**config.mk**
```make
export PLATFORM = sky130hd
export DESIGN_NAME = jtag_scan_ctrl
export DESIGN_NICKNAME = d
export VERILOG_FILES = /design/src/rtl/jtag_scan_ctrl.sv
export SDC_FILE = /design/constraint.sdc
export NUM_CORES = 1
export LEC_CHECK = 0
export CAP_MARGIN = 20
export CORE_MARGIN = 1
export CORE_UTILIZATION = 30
export DETAILED_ROUTE_END_ITERATION = 10
export HOLD_SLACK_MARGIN = 0.03
export PLACE_DENSITY_LB_ADDON = 0.05
export SETUP_SLACK_MARGIN = 0.5
export SYNTH_ARGS = -nofsm -noshare
export SYNTH_HDL_FRONTEND = slang
export SYNTH_SLANG_ARGS = --single-unit
```
**constraint.sdc**
```tcl
create_clock -name clock -period 7.3 [get_ports clock]
set_input_delay 1.46 -clock clock [delete_from_list [all_inputs] [get_ports clock]]
set_output_delay 1.46 -clock clock [all_outputs]
set_load 0.1 [all_outputs]
```
**src/rtl/jtag_scan_ctrl.sv**
```systemverilog
// JTAG scan controller: walks the TAP from Run-Test/Idle through a DR or IR scan,
// or through a TMS-only TAP reset, and returns the captured TDO bits as one response.
module jtag_scan_ctrl #(
  parameter int unsigned CLK_DIV = 4
) (
  input  logic        clock,
  input  logic        rstn,
  input  logic        cmd_valid,
  output logic        cmd_ready,
  input  logic [1:0]  cmd_op,
  input  logic [4:0]  cmd_len,
  input  logic [31:0] cmd_data,
  output logic        rsp_valid,
  input  logic        rsp_ready,
  output logic [31:0] rsp_data,
  output logic        jtag_TCK,
  output logic        jtag_TMS,
  output logic        jtag_TDI,
  output logic        jtag_TRSTn,
  input  logic        jtag_TDO_data,
  input  logic        jtag_TDO_driven,
  output logic        busy
);

  typedef enum logic [2:0] {IDLE, PRE, SHIFT, POST, RESP} state_t;

  localparam logic [7:0] DIV_LAST = 8'(CLK_DIV - 1);

  state_t      state, nxt_state;
  logic [1:0]  op_q;
  logic [5:0]  len_q;
  logic [31:0] data_q;
  logic [7:0]  div_cnt;
  logic [5:0]  idx;
  logic [5:0]  pre_len, total, nidx, k_nxt;
  logic [4:0]  k_cur;
  logic        is_rst, nxt_tms, nxt_tdi;

  // Op 11 is handled exactly like op 10 (TAP reset).
  assign is_rst = op_q[1];

  // Pin values for the TCK bit that follows the current one (index idx+1).
  always_comb begin
    pre_len   = is_rst ? 6'd6 : (op_q[0] ? 6'd4 : 6'd3);
    total     = is_rst ? 6'd6 : pre_len + len_q + 6'd2;
    nidx      = idx + 6'd1;
    k_cur     = idx[4:0] - pre_len[4:0];
    k_nxt     = nidx - pre_len;
    nxt_state = POST;
    nxt_tms   = 1'b0;
    nxt_tdi   = 1'b0;
    if (is_rst) begin
      nxt_state = PRE;
      nxt_tms   = (nidx < 6'd5);
    end else if (nidx < pre_len) begin
      nxt_state = PRE;
      nxt_tms   = op_q[0] && (nidx < 6'd2);
    end else if (k_nxt < len_q) begin
      nxt_state = SHIFT;
      nxt_tms   = (k_nxt == len_q - 6'd1);
      nxt_tdi   = data_q[k_nxt[4:0]];
    end else begin
      nxt_tms   = (k_nxt == len_q);
    end
  end

  always_ff @(posedge clock or negedge rstn) begin
    if (!rstn) begin
      state      <= IDLE;
      op_q       <= '0;
      len_q      <= '0;
      data_q     <= '0;
      div_cnt    <= '0;
      idx        <= '0;
      cmd_ready  <= 1'b0;
      rsp_valid  <= 1'b0;
      rsp_data   <= '0;
      busy       <= 1'b0;
      jtag_TCK   <= 1'b0;
      jtag_TMS   <= 1'b0;
      jtag_TDI   <= 1'b0;
      jtag_TRSTn <= 1'b0;
    end else begin
      jtag_TRSTn <= 1'b1;
      case (state)
        IDLE: begin
          cmd_ready <= 1'b1;
          if (cmd_valid && cmd_ready) begin
            op_q      <= cmd_op;
            len_q     <= {cmd_len == 5'd0, cmd_len};
            data_q    <= cmd_data;
            cmd_ready <= 1'b0;
            busy      <= 1'b1;
            state     <= PRE;
            idx       <= '0;
            div_cnt   <= '0;
            rsp_data  <= '0;
            jtag_TCK  <= 1'b0;
            jtag_TMS  <= 1'b1;
            jtag_TDI  <= 1'b0;
          end
        end
        PRE, SHIFT, POST: begin
          if (div_cnt == DIV_LAST) begin
            div_cnt <= '0;
            if (!jtag_TCK) begin
              jtag_TCK <= 1'b1;
              if (state == SHIFT)
                rsp_data[k_cur] <= jtag_TDO_driven & jtag_TDO_data;
            end else begin
              // End of a high phase: either start the next bit's low phase or finish.
              jtag_TCK <= 1'b0;
              if (idx == total - 6'd1) begin
                state     <= RESP;
                rsp_valid <= 1'b1;
                jtag_TMS  <= 1'b0;
                jtag_TDI  <= 1'b0;
              end else begin
                idx      <= nidx;
                state    <= nxt_state;
                jtag_TMS <= nxt_tms;
                jtag_TDI <= nxt_tdi;
              end
            end
          end else begin
            div_cnt <= div_cnt + 8'd1;
          end
        end
        RESP: begin
          if (rsp_ready) begin
            state     <= IDLE;
            rsp_valid <= 1'b0;
            busy      <= 1'b0;
            cmd_ready <= 1'b1;
          end
        end
        default: state <= IDLE;
      endcase
    end
  end

endmodule

```
## After elaboration in Yosys (flattened, before gate mapping)

Index checks and enable logic that the tools add are counted.

- Bits in registers: 96
- Output and inout bits: 39
- Logic and storage cells: 123

- Add/subtract/negate cells: 8
- $lt $le $gt $ge: 7
- Eq/ne operators: 16
- Muxes and demuxes: 58
- Bitwise gates (word level): 1
- Reductions and logical operators: 19

Operators by type and width:

| cell | count |
|---|---|
| 32-bit 2-to-1 mux | 4 |
| 32-bit one-hot mux with 2 select lines | 1 |
| 32-bit bitwise mux | 1 |
| 6-bit 2-to-1 mux | 5 |
| 1-bit 2-to-1 mux | 25 |
| 3-bit 2-to-1 mux | 7 |
| 6-bit == test | 3 |
| 8-bit 2-to-1 mux | 2 |
| 2-bit != test, second input constant | 8 |
| 8-bit one-hot mux with 2 select lines | 1 |
| 5-bit AND reduction | 3 |
| 5-bit by 6-bit < comparator with 1-bit output, second input constant | 2 |
| 1-bit one-hot mux with 2 select lines | 6 |
| 6-bit one-hot mux with 2 select lines | 1 |
| 6-bit by 1-bit subtractor with 6-bit output, second input constant | 2 |
| 3-bit one-hot mux with 3 select lines | 1 |
| 8-bit by 1-bit adder with 8-bit output, second input constant | 1 |
| 8-bit by 2-bit == test with 1-bit output, second input constant | 1 |
| 4-bit AND reduction | 2 |
| 3-bit by 6-bit adder with 6-bit output | 1 |
| 6-bit by 1-bit adder with 6-bit output, second input constant | 1 |
| 6-bit by 2-bit adder with 6-bit output, second input constant | 1 |
| 3-bit by 2-bit == test with 1-bit output, second input constant | 2 |
| 6-bit by 2-bit < comparator with 1-bit output, second input constant | 1 |
| 19 further kinds | 27 |

## Depth between registers and ports, before layout

Gate-level depths: netlist of run 1.

- Word-level depth: 12
- Mapped depth: 18

## Worst setup path before layout of run 1

Ideal clock, no wire load.

- Path kind: reg2reg
- Start: reg op_q[1]
- End: reg idx[4]
- Setup time: 0.120 ns
- Arrival: 3.174 ns
- Setup slack: 4.006 ns
- Cell stages (with the launch flop): 15
- Buffers on the path: 3
- Clock period less this slack: 3.294 ns
- Cells stage by stage: dfrtp_1 buf_2 buf_4 nor2_1 inv_1 ha_1 fa_1 xnor2_1 nor3_1 nand4bb_1 a221oi_2 o41ai_2 buf_2 a22o_1 a31o_2

- Word-level cells in the longest chain between the ends: 8

Ends and longest elaborated chain:

| element | line | source |
|---|---|---|
| start, declared | 30 | `logic [1:0] op_q;` |
| start signal, assigned | 89 | `op_q <= cmd_op;` |
| 3-bit 2-to-1 mux | 44 | `pre_len = is_rst ? 6'd6 : (op_q[0] ? 6'd4 : 6'd3);` |
| 3-bit by 6-bit adder with 6-bit output | 45 | `total = is_rst ? 6'd6 : pre_len + len_q + 6'd2;` |
| 6-bit by 2-bit adder with 6-bit output | 45 |  |
| 6-bit 2-to-1 mux * | 45 |  |
| 6-bit by 1-bit subtractor with 6-bit output * | 113 | `if (idx == total - 6'd1) begin` |
| 6-bit == test * | 113 |  |
| 2-bit != test (no source line) * | - |  |
| 5-bit AND reduction (no source line) * | - |  |
| end signal, assigned | 119 | `idx <= nidx;` |
| end, declared | 34 | `logic [5:0] idx;` |

Mark *: on every way between the ends. The rest lies on a longest branch, timed or not.
A chain may end at the register's enable or synchronous reset.

## Final worst setup path of run 1

Ends and elaborated chain as after synthesis.

==> impl_metrics.csv, run 1 <==
group,metric,value,unit
outcome,status,"finished clean",
setup_path,cp-end-kind,"flop",
routing,wl_per_cell,16.9,um
setup_path,crit_chain,"nor2b_1, xnor2_1, ha_1, fa_1, xnor2_1, nand3_1, and3_1, o41ai_2, a21bo_2, a31o_2",
routing,vias,4731,
sta,period_minus_slack,4.43,ns
sta,finalHoldViolCount,0,
sta,finalClockSkew,0.0103,ns
sta,finalSetupTns,0,ns
finish,final_common_cell,"nand2_1",
synthesis,synth-async-reset-ratio,100,%
routing,drtPass1Iterations,6,
routing,ant_nets,0,
synthesis,synth_seq_cells,96,
finish,area_delta_synth_final,22.2,%
placed_design,gp_congestion,0.782,
sta,rsz0062_at_grt,"false",
die,pin_count,84,
die,start_util,31.1,%
setup_path,rrSetupSlack,2.87,ns
sta,maxSlewHeadroom,30.7,%
sta,max_freq,0.226,GHz
grt,grt.total_usage,17.0,%
synthesis,syn-num-nets,685,
finish,nNetsFinal,750,
synthesis,ys_warn_count,0,
setup_path,critPathRequiredTime,7.54,ns
synthesis,yosysSeqAreaShare,42.3,%
routing,drtIter0Drc,244,
cts,ctsResizeCount,0,
sta,report.final.slew_viol_count,0,
setup_path,slowest_stage,"o41ai_2",
job,drv_cap,0,
sta,worstMarginPinSlew,1.03,ns
cts,cts_setup_buffers,0,
setup_path,crit_fanout,26,
finish,diodes,0,
synthesis,synthFlopType,"dfrtp_1",
sta,holdWs,0.475,ns
grt,grt_pass1_vias,4881,
placed_design,io_buffers,83,
finish,drive_gt1_share,7.26,%
synthesis,synth_cells,619,
synthesis,avgSynthCellArea,9.17,um^2
grt,grt_start_max_net_pins,67,
cts,cts_max_level,3,
setup_path,start_kind,"flop",
cts,cts_buffers,9,
routing,routed_wl,15500,um
synthesis,syn_area,5680,um^2
pwr,power.density,507,nW/um^2
sta,setup_violations,0,
finish,fillers,1857,
cts,clk_pin_slew_worst_paths,0.07,ns
cts,hold_buffers,0,
finish,mostFrequentLayoutCells,"nand2_1, dfrtp_1, clkdlybuf4s50_1",
die,die_area,19500,um^2
cts,cts_tree,"yes",
placed_design,hpwlAfterDp,11100,um
setup_path,cpPeakStageDelay,0.86,ns
grt,grt_pass1_wl,26000,um
grt,antenna_found_initial,0,
grt,gr-total-overflow,0,
cts,clockBufferDepth,2,
die,die_h,140,um
die,core,18300,um^2
die,fp.dieW,140,um
setup_path,crit_arrival,4.67,ns
cts,cts.sinks,96,
synthesis,ys_types,74,
min_path,min_path_type,"reg -> reg",
pwr,power.leakage,0.00299,uW
cts,root_buffer,"clkbuf_16",
cts,clk-insertion-delay-late,0.35,ns
pwr,ir_drop,0.175,mV
setup_path,cp_common_cell,"xnor2_1",
die,rows,49,
routing,avgViaCountPerCell,5.15,
synthesis,synth_edf_count,0,
setup_path,path_class,"reg -> reg",
routing,drc_errors,0,
sta,fin_crit_sh,60.7,%
==> per-layer routing <==
layer / vias up / GRT usage, % / share of wire (%)
met5: - / 0 / 0
met4: 0 / 4.68 / 1.2
met3: 16 / 3.20 / 3.4
met2: 70 / 27.5 / 47
met1: 2352 / 23.3 / 49
li1: 2293 / - / -
==> where the power goes <==
group | switching [uW] | leakage [uW] | internal, uW
registers | 153 | 0.00124 | 682
logic | 1370 | 0.00162 | 873
clock network | 210 | 0.000123 | 232
==> area by class of cell <==
type | instances | area [um^2] | area share, %
timing repair buffer | 87 | 856 | 12.3
tap | 229 | 287 | 4.13
multi-input combinational | 466 | 3040 | 43.8
clock inverter | 4 | 28.8 | 0.415
sequential | 96 | 2400 | 34.6
inverter | 24 | 90.1 | 1.30
clock buffer | 12 | 236 | 3.41
==> worst max-delay path: cells and delay by family (launching register included) <==
| kind | cells | cell delay [ns] |
|---|---|---|
| AND/OR/NAND/NOR | 3 | 0.98 |
| flip-flops | 1 | 0.68 |
| adder cells (fa/ha/maj) | 2 | 0.69 |
| XOR/XNOR | 2 | 0.59 |
| AO/OA/AOI/OAI | 3 | 1.39 |
==> synthesized netlist by cell type, drive strengths merged, types with 2 or more instances <==
cell / count / area (um^2)
xnor2: 21 / 210
o21ai: 27 / 135
dfrtp: 96 / 2400
nor3: 18 / 90.1
buf: 12 / 72.6
nor4: 3 / 18.8
o31ai: 7 / 66.3
a21oi: 15 / 78.8
a21o: 2 / 15.0
a32o: 28 / 280
nand3: 15 / 85.1
mux2i: 9 / 90.1
or3: 2 / 12.5
inv: 24 / 90.1
mux4: 8 / 180
ha: 20 / 250
and3b: 3 / 26.3
nor3b: 5 / 52.6
and2: 4 / 27.5
o311ai: 3 / 26.3
o211ai: 2 / 15.0
o22ai: 2 / 12.5
o2bb2ai: 5 / 43.8
or2: 4 / 25.0
clkbuf: 21 / 80.1
nand4: 5 / 31.3
nor2b: 6 / 37.5
nand2: 166 / 623
nand2b: 4 / 25.0
xor2: 13 / 121
a31oi: 3 / 18.8
nor2: 32 / 120
and3: 6 / 37.5
o21a: 4 / 31.3
==> kinds of logic after synthesis <==
group | count (synthesis) | share of synthesized area (%)
fa+ha+maj | 22 | 4.96
mux | 18 | 4.96
xor+xnor | 35 | 6.24
buf+inv | 57 | 4.27
simple gates | 277 | 22.0
other cells | 1 | 0.0660
compound gates | 113 | 15.2
flops | 96 | 42.3
==> flip-flops by register name (all words and copies together) (netlist names) <==
register,count
data_q,32
rsp_data,32
div_cnt,8
idx,6
len_q,6
state,3
op_q,2
busy,1
cmd_ready,1
jtag_TCK,1
jtag_TDI,1
jtag_TMS,1
jtag_TRSTn,1
rsp_valid,1
==> final timing paths <==
kind,from,end,cells past startpoint
min reg2reg,data_q[4]$_DFFE_PN0P_,data_q[4]$_DFFE_PN0P_,2
min,data_q[4]$_DFFE_PN0P_,data_q[4]$_DFFE_PN0P_,2
max,op_q[1]$_DFFE_PN0P_,idx[4]$_DFFE_PN0P_,10
min in group asynchronous,rstn,len_q[1]$_DFFE_PN0P_,1
max reg2reg,op_q[1]$_DFFE_PN0P_,idx[4]$_DFFE_PN0P_,10
max in group asynchronous,rstn,rsp_data[31]$_DFFE_PN0P_,2
==> per-stage QoR <==
step	util, %	area, um^2	std cells	power, uW	setup slack [ns]
floorplan	-	5680	619	2570	4.01
global placement	36.5	6670	901	3090	2.98
detailed placement	36.5	6670	901	3100	2.84
CTS	38.0	6940	917	3560	2.80
global route	38.0	6940	918	3840	2.41
finish	38.0	6940	918	3520	2.87
(Power assumes the default switching activity.)
==> run 2, diff against run 1 <==
Clock period 7.3 ns to 4.4 ns, I/O delays scaled along.
==> run 2 against run 1 <==
Net effect:
- worst hold slack worse by 0.0061 ns
- utilization rose by 0.27 points
- critical path depth increased by 4
- total power is 68% higher
- clock skew is 0.0017 ns lower
- sequential power up 63%
- final cell count grew 0.33%
- routed wire length increased by 0.83%
==> impl_metrics.csv, run 2 (synthesis gave the netlist of run 1 again) <==
group,metric,value,unit
placed_design,gp_congestion,0.785,
outcome,status,"finished clean",
routing,routed_wl,15600,um
grt,gr-total-overflow,0,
sta,max_freq,0.277,GHz
finish,area_delta_synth_final,23.1,%
finish,final_common_cell,"nand2_1",
setup_path,cpPeakStageDelay,0.53,ns
setup_path,crit_arrival,3.89,ns
die,start_util,31.1,%
routing,avgViaCountPerCell,5.12,
die,pin_count,84,
cts,clk-insertion-delay-late,0.35,ns
sta,finalClockSkew,0.00856,ns
finish,nNetsFinal,754,
sta,report.final.slew_viol_count,0,
routing,drtPass1Iterations,4,
setup_path,crit_family,"simple AND/OR/NAND/NOR gates",
pwr,power.density,846,nW/um^2
setup_path,path_buf_inv,1,
finish,fillers,1863,
placed_design,io_buffers,83,
cts,clockBufferDepth,2,
placed_design,dpl-instance-area,6710,um^2
pwr,finalPower,5920,uW
cts,cts_max_level,3,
finish,biggestRegsByFlops,"data_q x32, rsp_data x32, div_cnt x8",
grt,grt_start_max_net_pins,49,
sta,fin_crit_sh,82.0,%
die,rows,49,
placed_design,hpwlAfterDp,11300,um
job,drv_cap,0,
pwr,power.leakage,0.00302,uW
cts,root_buffer,"clkbuf_16",
setup_path,crit_fanout,8,
cts,cts.sinks,96,
setup_path,crit_chain,"ha_1, nor2b_1, nor3_1, nor3_1, xor2_1, inv_1, ha_1, a21oi_1, o21ai_0, o21bai_1, a21oi_1, nand4_1, o311ai_1, nor3b_2",
finish,drive_gt1_share,8.24,%
cts,cts_tree,"yes",
finish,seq_area,2400,um^2
setup_path,path_class,"reg -> reg",
sta,finalHoldViolCount,0,
routing,ant_nets,0,
pwr,ir_drop,0.298,mV
grt,grt_pass1_wl,26300,um
grt,antenna_found_initial,0,
routing,wl_per_cell,17.0,um
sta,period_minus_slack,3.61,ns
routing,met1Wirelength,7650,um
die,die_h,140,um
finish,mostFrequentLayoutCells,"nand2_1, dfrtp_1, clkdlybuf4s50_1",
die,core,18300,um^2
grt,grt_pass1_vias,4906,
routing,top_layer_used,"met4",
sta,finalSetupTns,0,ns
routing,drtIter0Drc,240,
cts,hold_buffers,0,
setup_path,slowest_stage,"dfrtp_1",
sta,worstMarginPinSlew,1.02,ns
die,fp.dieW,140,um
finish,design_area,6990,um^2
cts,cts_setup_buffers,0,
cts,ctsResizeCount,0,
routing,drc_errors,0,
min_path,min_path_type,"reg -> reg",
cts,clk_pin_slew_worst_paths,0.07,ns
grt,grt.total_usage,17.3,%
setup_path,start_kind,"flop",
routing,wl_met3,569,um
routing,vias,4711,
sta,setup_violations,0,
sta,rsz0062_at_grt,"true",
finish,multi_input_area,3050,um^2
setup_path,cp-end-kind,"flop",
die,die_area,19500,um^2
cts,cts_buffers,9,
finish,diodes,0,
sta,maxSlewHeadroom,32.1,%
routing,wl_met2,7290,um
setup_path,critPathRequiredTime,4.68,ns
run 2: changes by cell type in the layout (fill, tap and decap cells not counted), sizes merged:
cell	change
clkinv	+1
buf	+5
clkbuf	-2
clkinvlp	-1
run 2: area by class of cell:
class                      instances  share of cell area, %
sequential                        96                   34.4
multi-input combinational        466                   43.6
tap                              229                   4.10
timing repair buffer              91                   12.7
inverter                          24                   1.29
clock buffer                      11                   3.47
clock inverter                     4                  0.429
run 2: layer usage:
layer  GRT usage [%]  vias to the layer above
met5               0                        -
met4            4.92                        0
met3            3.48                       10
met2            27.7                       95
met1            23.6                     2301
li1                -                     2305
run 2: worst reg2reg max path, stage by stage (launching register included):
cell and delay, ns:
dfrtp_1 0.53, ha_1 0.32, nor2b_1 0.33, nor3_1 0.12
nor3_1 0.28, xor2_1 0.35, inv_1 0.09, ha_1 0.30
a21oi_1 0.15, o21ai_0 0.13, o21bai_1 0.17, a21oi_1 0.22
nand4_1 0.12, o311ai_1 0.25, nor3b_2 0.19
run 2: path summary, 6_finish.rpt:
path	to	slack, ns	depth (start not counted)	startpoint
worst max-delay path	jtag_TMS$_DFFE_PN0P_	0.79	14	idx[1]$_DFFE_PN0P_
worst min-delay path	data_q[25]$_DFFE_PN0P_	0.47	2	data_q[25]$_DFFE_PN0P_
worst max register to register	jtag_TMS$_DFFE_PN0P_	0.79	14	idx[1]$_DFFE_PN0P_
worst min register to register	data_q[25]$_DFFE_PN0P_	0.47	2	data_q[25]$_DFFE_PN0P_
max in group asynchronous	idx[0]$_DFFE_PN0P_	3.03	2	rstn
min in group asynchronous	len_q[4]$_DFFE_PN0P_	0.51	1	rstn
run 2: per-stage QoR:
step | utilization, % | cells | hold slack (ns) | worst slack, ns
after floorplan | - | 619 | 0.440 | 1.11
after CTS | 38.2 | 921 | 0.476 | 0.611
after global placement | 36.7 | 906 | 0.455 | 0.735
after global routing | 38.3 | 921 | 0.493 | 0.351
after detailed placement | 36.7 | 906 | 0.459 | 0.635
final | 38.3 | 921 | 0.469 | 0.791
run 2: power by group:
| group | switching, uW | total, uW | internal, uW | leakage, uW |
|---|---|---|---|---|
| Clock | 359 | 757 | 399 | 0.000132 |
| Combinational | 2330 | 3800 | 1470 | 0.00165 |
| Sequential | 228 | 1360 | 1130 | 0.00124 |
| Total | 2920 | 5920 | 3000 | 0.00302 |
